$ cat config.mk
export PLATFORM = sky130hd
export DESIGN_NAME = mem_arbiter
export DESIGN_NICKNAME = d
export VERILOG_FILES = /design/src/rtl/sobel_pkg.sv /design/src/rtl/mem_arbiter.sv
export SDC_FILE = /design/constraint.sdc
export NUM_CORES = 1
export LEC_CHECK = 0
export BUFFER_PORTS_ARGS = -buffer_cell sky130_fd_sc_hd__buf_2
export CORE_MARGIN = 2
export CORE_UTILIZATION = 40
export CTS_BUF_LIST = sky130_fd_sc_hd__clkbuf_4 sky130_fd_sc_hd__clkbuf_8
export CTS_CLUSTER_DIAMETER = 150
export DETAILED_ROUTE_END_ITERATION = 16
export PLACE_DENSITY = 0.72
export SLEW_MARGIN = 10
export SYNTH_ARGS = -nofsm -noshare
export SYNTH_HDL_FRONTEND = slang
export SYNTH_SLANG_ARGS = --single-unit
$ cat constraint.sdc
create_clock -name clk -period 1.8 [get_ports clk]
set_input_delay 0.27 -clock clk [delete_from_list [all_inputs] [get_ports clk]]
set_output_delay 0.27 -clock clk [all_outputs]
set_load 0.02 [all_outputs]
$ cat src/rtl/sobel_pkg.sv
// Shared types and defaults for the pixel memory arbiter.
//   arb_state_t  : arbiter FSM states (IDLE, ISSUE, WAIT, DONE)
//   ADDR_W_DEF   : default pixel memory address width
//   DATA_W_DEF   : default pixel data width
package sobel_pkg;

   typedef enum logic [1:0] {
      IDLE  = 2'd0,
      ISSUE = 2'd1,
      WAIT  = 2'd2,
      DONE  = 2'd3
   } arb_state_t;

   localparam int ADDR_W_DEF = 16;
   localparam int DATA_W_DEF = 8;

endpackage

$ cat src/rtl/mem_arbiter.sv
// Two-port (read/write) arbiter in front of a single pixel memory with a
// fixed read latency. One access is in flight at a time; an access takes
// LATENCY+3 cycles from request sample to the return to IDLE.
//
// Optional feature: define ARB_ROUND_ROBIN_EN to alternate the winner on
// simultaneous requests. Without it, a read always wins a tie.
//
// Ports:
//   clk, rst                    clock, synchronous active-high reset
//   rd_req, rd_addr             read request (held until rd_grant)
//   rd_grant, rd_valid, rd_data read grant pulse, data-valid pulse, data
//   wr_req, wr_addr, wr_data    write request (held until wr_grant)
//   wr_grant, wr_done           write grant pulse, completion pulse
//   mem_en, mem_we              memory strobe and direction
//   mem_addr, mem_wdata         memory address and write data (latched)
//   mem_rdata                   memory read data, LATENCY cycles after mem_en
//   busy                        high whenever the FSM is not in IDLE
//
// state | meaning
// IDLE  | sample requests, latch winner/address/data
// ISSUE | one-cycle memory strobe, grant pulse, load latency counter
// WAIT  | count down LATENCY cycles; read data captured on the last one
// DONE  | one-cycle rd_valid / wr_done pulse, back to IDLE
module mem_arbiter
   import sobel_pkg::*;
#(
   parameter int ADDR_W  = ADDR_W_DEF,
   parameter int DATA_W  = DATA_W_DEF,
   parameter int LATENCY = 2            // legal range 1..4
) (
   input  logic              clk,
   input  logic              rst,
   input  logic              rd_req,
   input  logic [ADDR_W-1:0] rd_addr,
   output logic              rd_grant,
   output logic              rd_valid,
   output logic [DATA_W-1:0] rd_data,
   input  logic              wr_req,
   input  logic [ADDR_W-1:0] wr_addr,
   input  logic [DATA_W-1:0] wr_data,
   output logic              wr_grant,
   output logic              wr_done,
   output logic              mem_en,
   output logic              mem_we,
   output logic [ADDR_W-1:0] mem_addr,
   output logic [DATA_W-1:0] mem_wdata,
   input  logic [DATA_W-1:0] mem_rdata,
   output logic              busy
);

   localparam logic [2:0] LAT_LOAD = 3'(LATENCY);

   arb_state_t        state_q;
   logic [2:0]        cnt_q;
   logic              win_wr_q;
   logic              rd_grant_q, wr_grant_q, rd_valid_q, wr_done_q;
   logic              mem_en_q, mem_we_q;
   logic [ADDR_W-1:0] mem_addr_q;
   logic [DATA_W-1:0] mem_wdata_q, rd_data_q;
   logic              pick_wr_d;

`ifdef ARB_ROUND_ROBIN_EN
   logic              last_wr_q;

   // On a tie the requester that did not win last time gets the grant.
   always_comb begin
      pick_wr_d = wr_req;
      if (rd_req && wr_req) pick_wr_d = !last_wr_q;
   end
`else
   always_comb begin
      pick_wr_d = wr_req && !rd_req;
   end
`endif

   always_ff @(posedge clk) begin
      if (rst) begin
         state_q     <= IDLE;
         cnt_q       <= 3'd0;
         win_wr_q    <= 1'b0;
         rd_grant_q  <= 1'b0;
         wr_grant_q  <= 1'b0;
         rd_valid_q  <= 1'b0;
         wr_done_q   <= 1'b0;
         mem_en_q    <= 1'b0;
         mem_we_q    <= 1'b0;
         mem_addr_q  <= '0;
         mem_wdata_q <= '0;
         rd_data_q   <= '0;
`ifdef ARB_ROUND_ROBIN_EN
         last_wr_q   <= 1'b1;
`endif
      end else begin
         // Pulses and the memory strobe default low every cycle.
         rd_grant_q <= 1'b0;
         wr_grant_q <= 1'b0;
         rd_valid_q <= 1'b0;
         wr_done_q  <= 1'b0;
         mem_en_q   <= 1'b0;
         mem_we_q   <= 1'b0;
         case (state_q)
            IDLE: begin
               if (rd_req || wr_req) begin
                  win_wr_q   <= pick_wr_d;
                  mem_addr_q <= pick_wr_d ? wr_addr : rd_addr;
                  if (pick_wr_d) mem_wdata_q <= wr_data;
                  mem_en_q   <= 1'b1;
                  mem_we_q   <= pick_wr_d;
                  rd_grant_q <= !pick_wr_d;
                  wr_grant_q <= pick_wr_d;
                  state_q    <= ISSUE;
               end
            end
            ISSUE: begin
               cnt_q     <= LAT_LOAD;
`ifdef ARB_ROUND_ROBIN_EN
               last_wr_q <= win_wr_q;
`endif
               state_q   <= WAIT;
            end
            WAIT: begin
               // Terminal count at 1: this is the last WAIT cycle, and the
               // cycle in which mem_rdata is valid for the issued read.
               if (cnt_q == 3'd1) begin
                  cnt_q      <= 3'd0;
                  if (!win_wr_q) rd_data_q <= mem_rdata;
                  rd_valid_q <= !win_wr_q;
                  wr_done_q  <= win_wr_q;
                  state_q    <= DONE;
               end else begin
                  cnt_q <= cnt_q - 3'd1;
               end
            end
            DONE: begin
               state_q <= IDLE;
            end
            default: begin
               state_q <= IDLE;
            end
         endcase
      end
   end

   assign rd_grant  = rd_grant_q;
   assign wr_grant  = wr_grant_q;
   assign rd_valid  = rd_valid_q;
   assign wr_done   = wr_done_q;
   assign rd_data   = rd_data_q;
   assign mem_en    = mem_en_q;
   assign mem_we    = mem_we_q;
   assign mem_addr  = mem_addr_q;
   assign mem_wdata = mem_wdata_q;
   assign busy      = (state_q != IDLE);

endmodule

After elaboration in Yosys (flattened, before gate mapping):

Index checks and enable logic that the tools add are counted.

* flip-flop bits (word level): 43
* latch bits: 0
* memory bits (writable): 0
* ROM bits: 0
* bits of input ports: 52
* output and inout bits: 39
* logic and storage cells: 45
* memories: 0

* add/subtract/negate cells: 1
* $mul: 0
* div/mod/pow operators: 0
* $lt $le $gt $ge: 0
* equal/unequal tests: 6
* shifts and indexed selects: 0
* mux-type cells: 7
* bitwise logic cells: 5
* reduce and logical (&&, ||, !) cells: 15

Operator list (count)
* $mux W16: 1
* $pmux W2 S4: 1
* $pmux W3 S2: 1
* $reduce_and A3 Y1: 2
* $reduce_or A3 Y1: 2
* $not A1 Y1: 5
* $eq A2 B2 Y1 const B: 2
* $mux W2: 2
* $ne A2 B2 Y1 const B: 2
* $reduce_and A2 Y1: 2
* $reduce_bool A2 Y1: 2
* $eq A3 B1 Y1 const B: 1
* $logic_not A1 Y1: 3
* $mux W3: 1
* $sub A3 B1 Y3 const B: 1
* $eq A2 B1 Y1 const B: 1
* $logic_not A2 Y1: 1
* $reduce_or A2 Y1: 1
* $logic_and A1 B1 Y1: 1
* $logic_or A1 B1 Y1: 1
* $mux W1: 1

Depth between registers and ports, before layout:

Gate-level depths: netlist of run 1.

* depth after elaboration: 3
* gate-level depth with buffers: 7
* gate-level depth less buffers: 5

Worst setup path after synthesis of run 1:

No wires, ideal clock.

* path kind: reg-to-reg
* from: register state_q[0]
* to: register mem_addr_q[14] (netlist: mem_addr[14])
* setup time: 0.136 ns
* data arrival time: 1.152 ns
* required time: 1.664 ns
* path slack: 0.513 ns
* stages on the path, launching flop included: 6
* buffers on the path: 1
* clock period less this slack: 1.287 ns
* cells stage by stage: dfxtp_1 inv_1 ha_1 o21a_1 buf_1 a211oi_2

* word-level cells in the longest chain between the ends: 2

RTL lines
* from (decl): line mem_arbiter.sv:53 `arb_state_t state_q;`
* from (signal assigned): line mem_arbiter.sv:78 `state_q <= IDLE;`
* from (signal assigned): line mem_arbiter.sv:111 `state_q <= ISSUE;`
* from (signal assigned): line mem_arbiter.sv:119 `state_q <= WAIT;`
* $logic_not A2 Y1: line mem_arbiter.sv:101 `case (state_q)`
* $reduce_and A2 Y1 (no line)
* to (signal assigned): line mem_arbiter.sv:105 `mem_addr_q <= pick_wr_d ? wr_addr : rd_addr;`
* to (decl): line mem_arbiter.sv:58 `logic [ADDR_W-1:0] mem_addr_q;`

Every way passes these cells.
A chain may end at the register's enable or synchronous reset.

Worst setup path after layout of run 1:

* from: register state_q[0]
* to: register mem_addr_q[9] (netlist: mem_addr[9])

The elaborated chain is that of the path after synthesis.

==> results.txt, run 1 <==
Setup Fix Bufs, Post-CTS - 0
Routed wire length - 4040 microns
Clock Pin Slew Worst Setup and Hold Paths - 0.08 ns
GPL Wtd Cong - 0.797
Wire length per cell - 12.3 microns
Worst setup SP type - flip-flop
Core area - 4290 sq um
Critical Path Sink Type - flip-flop
WP buf/inv - 2
Die Wd - 70.4 microns
Clock share of power - 20.8%
Share of cells above drive strength 1 - 38.3%
Synth warnings - 0
Synth Area in XOR/XNOR - 0%
Fin Clk Skew - 0.00843 ns
Worst R2R End - mem_addr[9]
Setup slack, reg-to-reg - 0.34 ns
Synth Area per Inst - 9.38 sq um
Period utilization - 81.1%
Pint - 1850 uW
# diodes - 0
Die Y - 70.4 microns
Leading cell types in the layout, fill and taps excluded - buf_2 (90), dfxtp_1 (43), mux2i_1 (25)
Net Sw Frac - 36.1%
Logic pwr share - 36.7%
Setup TNS - 0 ns
Initial antenna violation count - 0
Sequential share of power - 42.5%
Main synth FF type - dfxtp_1
Max VDD drop - 0.705 mV
Sequential-to-total area share from yosys stat - 48.8%
Tightest Pin Transition - 0.401 ns
Commonest non-fill, non-tap cell in the layout - buf_2
DR iter-0 viols - 72
IO buf count - 90
Yosys cell types - 29
Crit-path max cell delay - 0.32 ns
Vias in the first global route - 1569
Synth top area cells - dfxtp_1 (49%), mux2i_1 (14%), a21oi_1 (6.0%), nand2_1 (4.7%), nor2_1 (4.0%)
GRT Total Usage - 17.0%
Root Driver - clkbuf_8
NetSw - 1040 uW
R2r worst-path depth - 6
Power per Cell Area - 1240 nW/um^2
Status - completed
DR pass1 iterations - 4
Area grow syn2layout - 31.9%
Crit-path max FO - 32
Stages on worst setup path - 6
Syn_nets - 244
Post-synthesis simple-gate area fraction - 13.8%
First-pass GRT wire length - 6780 microns
Worst EP arrival - 1.66 ns
Hold path depth - 3
Cells after Synth - 188
# rows - 24
WS Path Type - reg2reg
Post-synthesis cell area - 1760 sq um
Largest area contributor in the synthesized netlist - dfxtp_1
Io pins - 91
Routed Antenna Nets - 0
Adder-Cell Fraction of Synth Area - 2.84%
Leakage power - 0.00122 uW
Reg-to-Reg Start - state_q[0]
Total of max-cap violations - 0
Highest Clock Rate - 0.685 GHz
Max Buffers Root-to-Sink - 2
Total CTS buffers - 5
Crit-path cells - inv_1 > ha_1 > o21a_1 > buf_4 > nor2_1 > a211oi_1
FFs w/ async S/R, synth - 0%
H-tree levels - 2
Hold Crit Start - mem_rdata[1]
Cts hold-fix bufs - 0
Final min period - 1.46 ns
Post-DP HPWL - 2990 microns
Post-CTS resize count - 0
Final setup viols - 0
Worst path slowest cell - dfxtp_1
Clock latency on the worst-skew pair - 0.29 ns
Synth top area share - 48.8%
Remaining global-route overflow - 0
Unrepaired setup endpoints after global routing - false
Starting density of the core - 41.1%
HP Class - in2reg
Rel. slew slack - 73.1%
CTS tree - yes
Via count - 1584
Clock Sinks - 43
Total Die Area - 4950 sq um
Remaining DRCs - 0
Post-synthesis mux area share - 14.2%
Top Family by Delay on Critical Path - compound AO/OA/AOI/OAI gates
Via density per instance - 4.81
EDFF count, synth - 0
Critical Path RT - 2.00 ns
Min-Delay Endpoint - rd_data[1]
Synth Area in Compound Gates - 13.9%
Hold Fails Final Rpt - 0
# nets final - 333
Min Hold Slack - 0.211 ns
Synthesized flop and latch total - 43
Main combinational cell family by area after synthesis - multiplexers
Largest net degree at the start of global routing - 33
Count of pins over their slew limit - 0
-- worst max path at each step --
stage,startpoint,end
after floorplan,state_q[0],mem_addr[14]
after global placement,state_q[0],mem_addr[8]
after detailed placement,state_q[0],mem_addr[9]
after CTS,state_q[0],mem_addr[9]
after global routing,state_q[1],mem_addr[9]
final,state_q[0],mem_addr[9]
-- synthesized netlist by cell type (2+ instances only) --
cell type,count
dfxtp_1,43
mux2i_1,25
nand2_1,22
a21oi_1,21
nor2_1,19
o21ai_0,11
inv_1,7
a211oi_1,6
buf_2,4
clkbuf_1,4
ha_1,4
nand2b_1,3
buf_1,2
nor4bb_1,2
-- state kept, by name, summed over array words and instances, names as in the netlist --
name / flops
mem_en: 1
mem_we: 1
wr_done: 1
state_q: 2
rd_grant: 1
win_wr_q: 1
cnt_q: 3
mem_wdata: 8
rd_valid: 1
mem_addr: 16
rd_data: 8
-- area by class of cell --
cell class / count / area, sq um
inverters: 7 / 26.3
clock buffers: 6 / 82.6
flip-flops and latches: 43 / 861
multi-input cells: 124 / 790
clock inverters: 1 / 5.00
fillers: 419 / 1970
well taps: 52 / 65.1
repair buffers: 96 / 495
-- per-stage QoR --
step                util (%)  total power, uW  instance area [sq um]  setup slack (ns)  std cells
floorplan                  -             1980                   1760             0.513        188
global placement        52.1             2280                   2240             0.453        322
detailed placement      52.1             2320                   2240             0.340        322
CTS                     54.1             2930                   2320             0.312        329
global route            54.1             3080                   2320             0.179        329
finish                  54.1             2890                   2320             0.340        329
-- power groups by stage --
stage	Sequential, uW	Clock (uW)	Combinational, uW
after floorplan	1420	0	557
after global placement	1240	0	1040
after detailed placement	1250	0	1070
after CTS	1230	624	1070
after global routing	1250	659	1170
final	1230	602	1060
-- routing by layer --
layer | wire [microns] | global-route usage (%)
met5 | 0 | 0
met4 | 53 | 5.98
met3 | 151 | 4.18
met2 | 2110 | 30.2
met1 | 1720 | 19.7
-- cell families after synthesis --
group	after synthesis
adder cells (fa/ha/maj)	4
buffers and inverters	21
AO/OA/AOI/OAI	42
AND/OR/NAND/NOR	53
flip-flops	43
multiplexers	25
-- worst register-to-register path, cell delays in order (launching register included) --
cell and delay [ns]:
dfxtp_1 0.32, inv_1 0.07, ha_1 0.27, o21a_1 0.16
buf_4 0.28, nor2_1 0.08, a211oi_1 0.21
No activity file was read; power rests on OpenSTA's default activity.
==> run 2: changes to the inputs <==
--- a/config.mk
+++ b/config.mk
@@ -11,7 +11,7 @@
 export CTS_BUF_LIST = sky130_fd_sc_hd__clkbuf_4 sky130_fd_sc_hd__clkbuf_8
 export CTS_CLUSTER_DIAMETER = 150
 export DETAILED_ROUTE_END_ITERATION = 16
-export PLACE_DENSITY = 0.72
+export PLACE_DENSITY = 0.75
 export SLEW_MARGIN = 10
 export SYNTH_ARGS = -nofsm -noshare
 export SYNTH_HDL_FRONTEND = slang
==> constraint.sdc (replaced) <==
create_clock -name clk -period 1.27 [get_ports clk]
set_input_delay 0.1905 -clock clk [delete_from_list [all_inputs] [get_ports clk]]
set_output_delay 0.1905 -clock clk [all_outputs]
set_load 0.02 [all_outputs]
==> results.txt, run 2 (synthesis results as in run 1) <==
Status - complete, but fails checks
Failing checks - negative setup slack
Crit-path max FO - 5
Largest register FFs - 16
Routed wire length - 4470 microns
Routed Antenna Nets - 0
Max VDD drop - 0.876 mV
Via density per instance - 5.05
Leakage power - 0.00137 uW
Worst EP arrival - 1.13 ns
DR iter-0 viols - 54
Hold Crit Start - wr_data[1]
Fin Clk Skew - 0.00460 ns
Wire length per cell - 13.1 microns
Rel. slew slack - 77.5%
Vias in the first global route - 1713
Area grow syn2layout - 53.3%
Power per Cell Area - 1850 nW/um^2
Tightest Pin Transition - 0.334 ns
Worst setup SP type - flip-flop
Starting density of the core - 41.1%
First-pass GRT wire length - 7280 microns
Clock Sinks - 43
Worst R2R End - rd_data[4]
Met3 Use GR - 5.63%
Met2 usage in global routing - 32.2%
Final Cell Area - 2700 sq um
Min-Delay Endpoint - mem_wdata[1]
Count of pins over their slew limit - 0
# rows - 24
Core area - 4290 sq um
Filler instances - 353
Total of max-cap violations - 0
WS Path Type - reg2out
Die Y - 70.4 microns
Total CTS buffers - 5
Critical Path Sink Type - primary output
Reg-to-Reg Start - cnt_q[1]
Setup slack, reg-to-reg - -0.04 ns
Unrepaired setup endpoints after global routing - true
Post-DP HPWL - 3010 microns
Clock Pin Slew Worst Setup and Hold Paths - 0.08 ns
Initial antenna violation count - 0
Hold path depth - 3
R2r worst-path depth - 6
HP Class - in2reg
Largest net degree at the start of global routing - 22
Hold Fails Final Rpt - 0
IO buf count - 90
Remaining global-route overflow - 0
H-tree levels - 2
Setup ws final - -0.0459 ns
Remaining DRCs - 0
Io pins - 91
Final min period - 1.32 ns
Gr busiest metal - met2
Final setup viols - 13
CTS tree - yes
DP Area - 2310 sq um
Die Wd - 70.4 microns
Max Buffers Root-to-Sink - 2
# nets final - 345
Critical Path RT - 1.08 ns
GRT Total Usage - 18.0%
Setup TNS - -0.324 ns
Leading cell types in the layout, fill and taps excluded - buf_2 (89), dfxtp_1 (39), mux2i_1 (25)
# diodes - 0
Root Driver - clkbuf_8
Period utilization - 104%
Clock latency on the worst-skew pair - 0.29 ns
Total Die Area - 4950 sq um
Highest Clock Rate - 0.760 GHz
Via count - 1722
Commonest non-fill, non-tap cell in the layout - buf_2
Share of cells above drive strength 1 - 52.6%
Met1 GRT Util - 19.0%
GPL Wtd Cong - 0.737
DR pass1 iterations - 6
## run 2: what timing repair did
item,in CTS,in global routing
gates resized for setup,21,31
buffers inserted,4,3
gates cloned,1,0
pin swaps,5,15
setup endpoints to repair,36,31
hold buffers,0,0
## run 2: cell type report
class	instances	area [sq um]	share of cell area, %
tap	52	65.1	2.41
clock buffer	6	76.3	2.82
inverter	7	28.8	1.06
multi-input combinational	124	967	35.8
timing repair buffer	108	669	24.8
clock inverter	1	30.0	1.11
sequential	43	866	32.0
## run 2: worst max-delay path by stage
stage | from | to | slack, ns
after floorplan | state_q[0] | mem_addr[10] | 0.02
after global placement | state_q[0] | mem_addr[8] | 0.004
after detailed placement | state_q[0] | mem_addr[9] | -0.11
after CTS | state_q[0] | busy | -0.05
after global routing | cnt_q[1] | rd_data[1] | -0.12
final | state_q[0] | busy | -0.05
## run 2: layer usage
layer  vias to the layer above  wire, microns
met2                        54           2320
met4                         0            140
li1                        847              -
met1                       806           1750
met5                         -              0
met3                        15            259
## run 2: metrics by stage
step           utilization [%]  setup slack [ns]  cells  power, uW  hold WS [ns]
2_1_floorplan                -            0.0179    188       2810         0.263
3_3_place_gp              53.8           0.00367    327       3340         0.421
3_5_place_dp              53.8            -0.106    327       3400         0.429
4_1_cts                   59.5           -0.0538    339       4840         0.114
5_1_grt                   62.9            -0.119    341       5290         0.130
6_report                  62.9           -0.0459    341       4990         0.124
## run 2: where the power goes
part / switching [uW] / leakage (uW) / total (uW) / internal, uW
Combinational: 1120 / 0.000963 / 2200 / 1080
Sequential: 140 / 0.000354 / 1760 / 1620
Clock: 435 / 0.0000547 / 1030 / 597
Total: 1700 / 0.00137 / 4990 / 3290
## run 2: critical path, stage by stage, from the launching register on
cell and delay, ns:
dfxtp_2 0.35, inv_4 0.05, ha_4 0.17, buf_6 0.12, inv_2 0.04, buf_6 0.10
==> run 3: changes to the inputs <==
--- a/config.mk
+++ b/config.mk
@@ -6,12 +6,14 @@
 export NUM_CORES = 1
 export LEC_CHECK = 0
 export BUFFER_PORTS_ARGS = -buffer_cell sky130_fd_sc_hd__buf_2
+export CELL_PAD_IN_SITES_DETAIL_PLACEMENT = 1
+export CELL_PAD_IN_SITES_GLOBAL_PLACEMENT = 1
 export CORE_MARGIN = 2
-export CORE_UTILIZATION = 40
+export CORE_UTILIZATION = 30
 export CTS_BUF_LIST = sky130_fd_sc_hd__clkbuf_4 sky130_fd_sc_hd__clkbuf_8
 export CTS_CLUSTER_DIAMETER = 150
 export DETAILED_ROUTE_END_ITERATION = 16
-export PLACE_DENSITY = 0.75
+export PLACE_DENSITY = 0.78
 export SLEW_MARGIN = 10
 export SYNTH_ARGS = -nofsm -noshare
 export SYNTH_HDL_FRONTEND = slang
==> results.txt, run 3 (synthesis results as in run 1) <==
Post-DP HPWL - 3590 microns
Place WS - -0.0774 ns
Hold Fails Final Rpt - 0
WS Path Type - reg2out
Worst path slowest cell - dfxtp_2
Post-layout util - 48.7%
Power per Cell Area - 1920 nW/um^2
Max Buffers Root-to-Sink - 2
GRT Total Usage - 16.7%
# rows - 27
Io pins - 91
Setup ws final - -0.0814 ns
Inst Count DP - 346
Leakage power - 0.00134 uW
Final min period - 1.35 ns
Total of max-cap violations - 0
Max VDD drop - 0.647 mV
Critical Path Sink Type - primary output
NetSw - 1880 uW
Routed Antenna Nets - 0
Logic pwr share - 45.2%
Area grow syn2layout - 54.9%
Status - complete, but fails checks
Crit-path max cell delay - 0.37 ns
H-tree levels - 2
Initial antenna violation count - 0
Remaining DRCs - 0
Final setup viols - 10
First-pass GRT wire length - 8240 microns
Clock Pin Slew Worst Setup and Hold Paths - 0.08 ns
Sequential share of power - 33.9%
Commonest non-fill, non-tap cell in the layout - buf_2
Highest Clock Rate - 0.740 GHz
Largest net degree at the start of global routing - 19
Leading cell types in the layout, fill and taps excluded - buf_2 (89), dfxtp_1 (39), mux2i_1 (23)
Count of pins over their slew limit - 0
Clock share of power - 20.9%
Period utilization - 106%
Wire length per cell - 15.7 microns
Largest register FFs - 16
Fin Clk Skew - 0.00308 ns
Die Y - 80.7 microns
Final Power - 5250 uW
Rel. slew slack - 76.3%
Core area - 5610 sq um
Setup slack, reg-to-reg - -0.05 ns
Final Cell Area - 2730 sq um
GPL Wtd Cong - 0.743
Crit-path max FO - 5
DR iter-0 viols - 73
Cts hold-fix bufs - 0
Pint - 3370 uW
Die Wd - 80.7 microns
Vias in the first global route - 1713
DR pass1 iterations - 4
Failing checks - negative setup slack
Total CTS buffers - 5
Starting density of the core - 31.4%
Worst setup SP type - flip-flop
Clock Sinks - 43
Remaining global-route overflow - 0
# diodes - 0
Non-filler cells, final - 361
Critical Path RT - 1.08 ns
Worst EP arrival - 1.16 ns
Total Die Area - 6510 sq um
Net Sw Frac - 35.9%
Via density per instance - 4.81
IO buf count - 90
Tightest Pin Transition - 0.355 ns
Unrepaired setup endpoints after global routing - true
HP Class - in2reg
Share of cells above drive strength 1 - 52.6%
# nets final - 344
CTS tree - yes
Crit-path cells - inv_2 > ha_4 > buf_6 > inv_4 > buf_6
Via count - 1736
Clock latency on the worst-skew pair - 0.29 ns
Root Driver - clkbuf_8
Cell mode on critical path - buf_6
Routed wire length - 5680 microns
DP Area - 2330 sq um
==> run 3: worst max-delay path, delay by kind of cell, from the launching register on <==
family / cells / cell delay [ns]
fa+ha+maj: 1 / 0.17
buf+inv: 4 / 0.32
flops: 1 / 0.37
==> run 3: final cells by class <==
type	instances	area [sq um]
multi-input cells	124	948
clock inverters	2	35.0
clock buffers	6	82.6
repair buffers	107	678
inverters	7	31.3
flip-flops and latches	43	866
fillers	682	2880
well taps	72	90.1
==> run 3: path summary, 6_finish.rpt <==
path,start,end,depth (start not counted)
worst max-delay path,state_q[1],busy,5
worst min-delay path,mem_rdata[2],rd_data[2],3
worst min register to register,rd_data[6],rd_data[6],2
worst max register to register,cnt_q[1],rd_data[1],6
==> run 3: timing repair <==
item | CTS | global route
pin swaps | 5 | 13
buffers inserted | 3 | 1
cloned | 1 | 2
gates resized for setup | 18 | 42
endpoints found under the setup margin | 36 | 39
==> run 3: power by group through the flow <==
stage	combinational, uW	clock (uW)	sequential (uW)
2_1_floorplan	798	0	2010
3_3_place_gp	1590	0	1750
3_5_place_dp	1660	0	1770
4_1_cts	2030	1120	1750
5_1_grt	2520	1180	1810
6_report	2370	1100	1780
==> run 3: metal layers <==
layer | global-route usage [%] | routed length, microns | up-vias
li1 | - | - | 841
met1 | 17.7 | 2200 | 853
met2 | 32.4 | 3200 | 35
met3 | 2.92 | 206 | 7
met4 | 6.44 | 73 | 0
met5 | 0 | 0 | -
==> run 3: per-stage QoR <==
stage	hold slack, ns	TNS, ns
floorplan	0.263	0
global placement	0.421	0
detailed placement	0.435	-1.22
CTS	0.130	-0.613
global route	0.137	-1.57
finish	0.130	-0.312
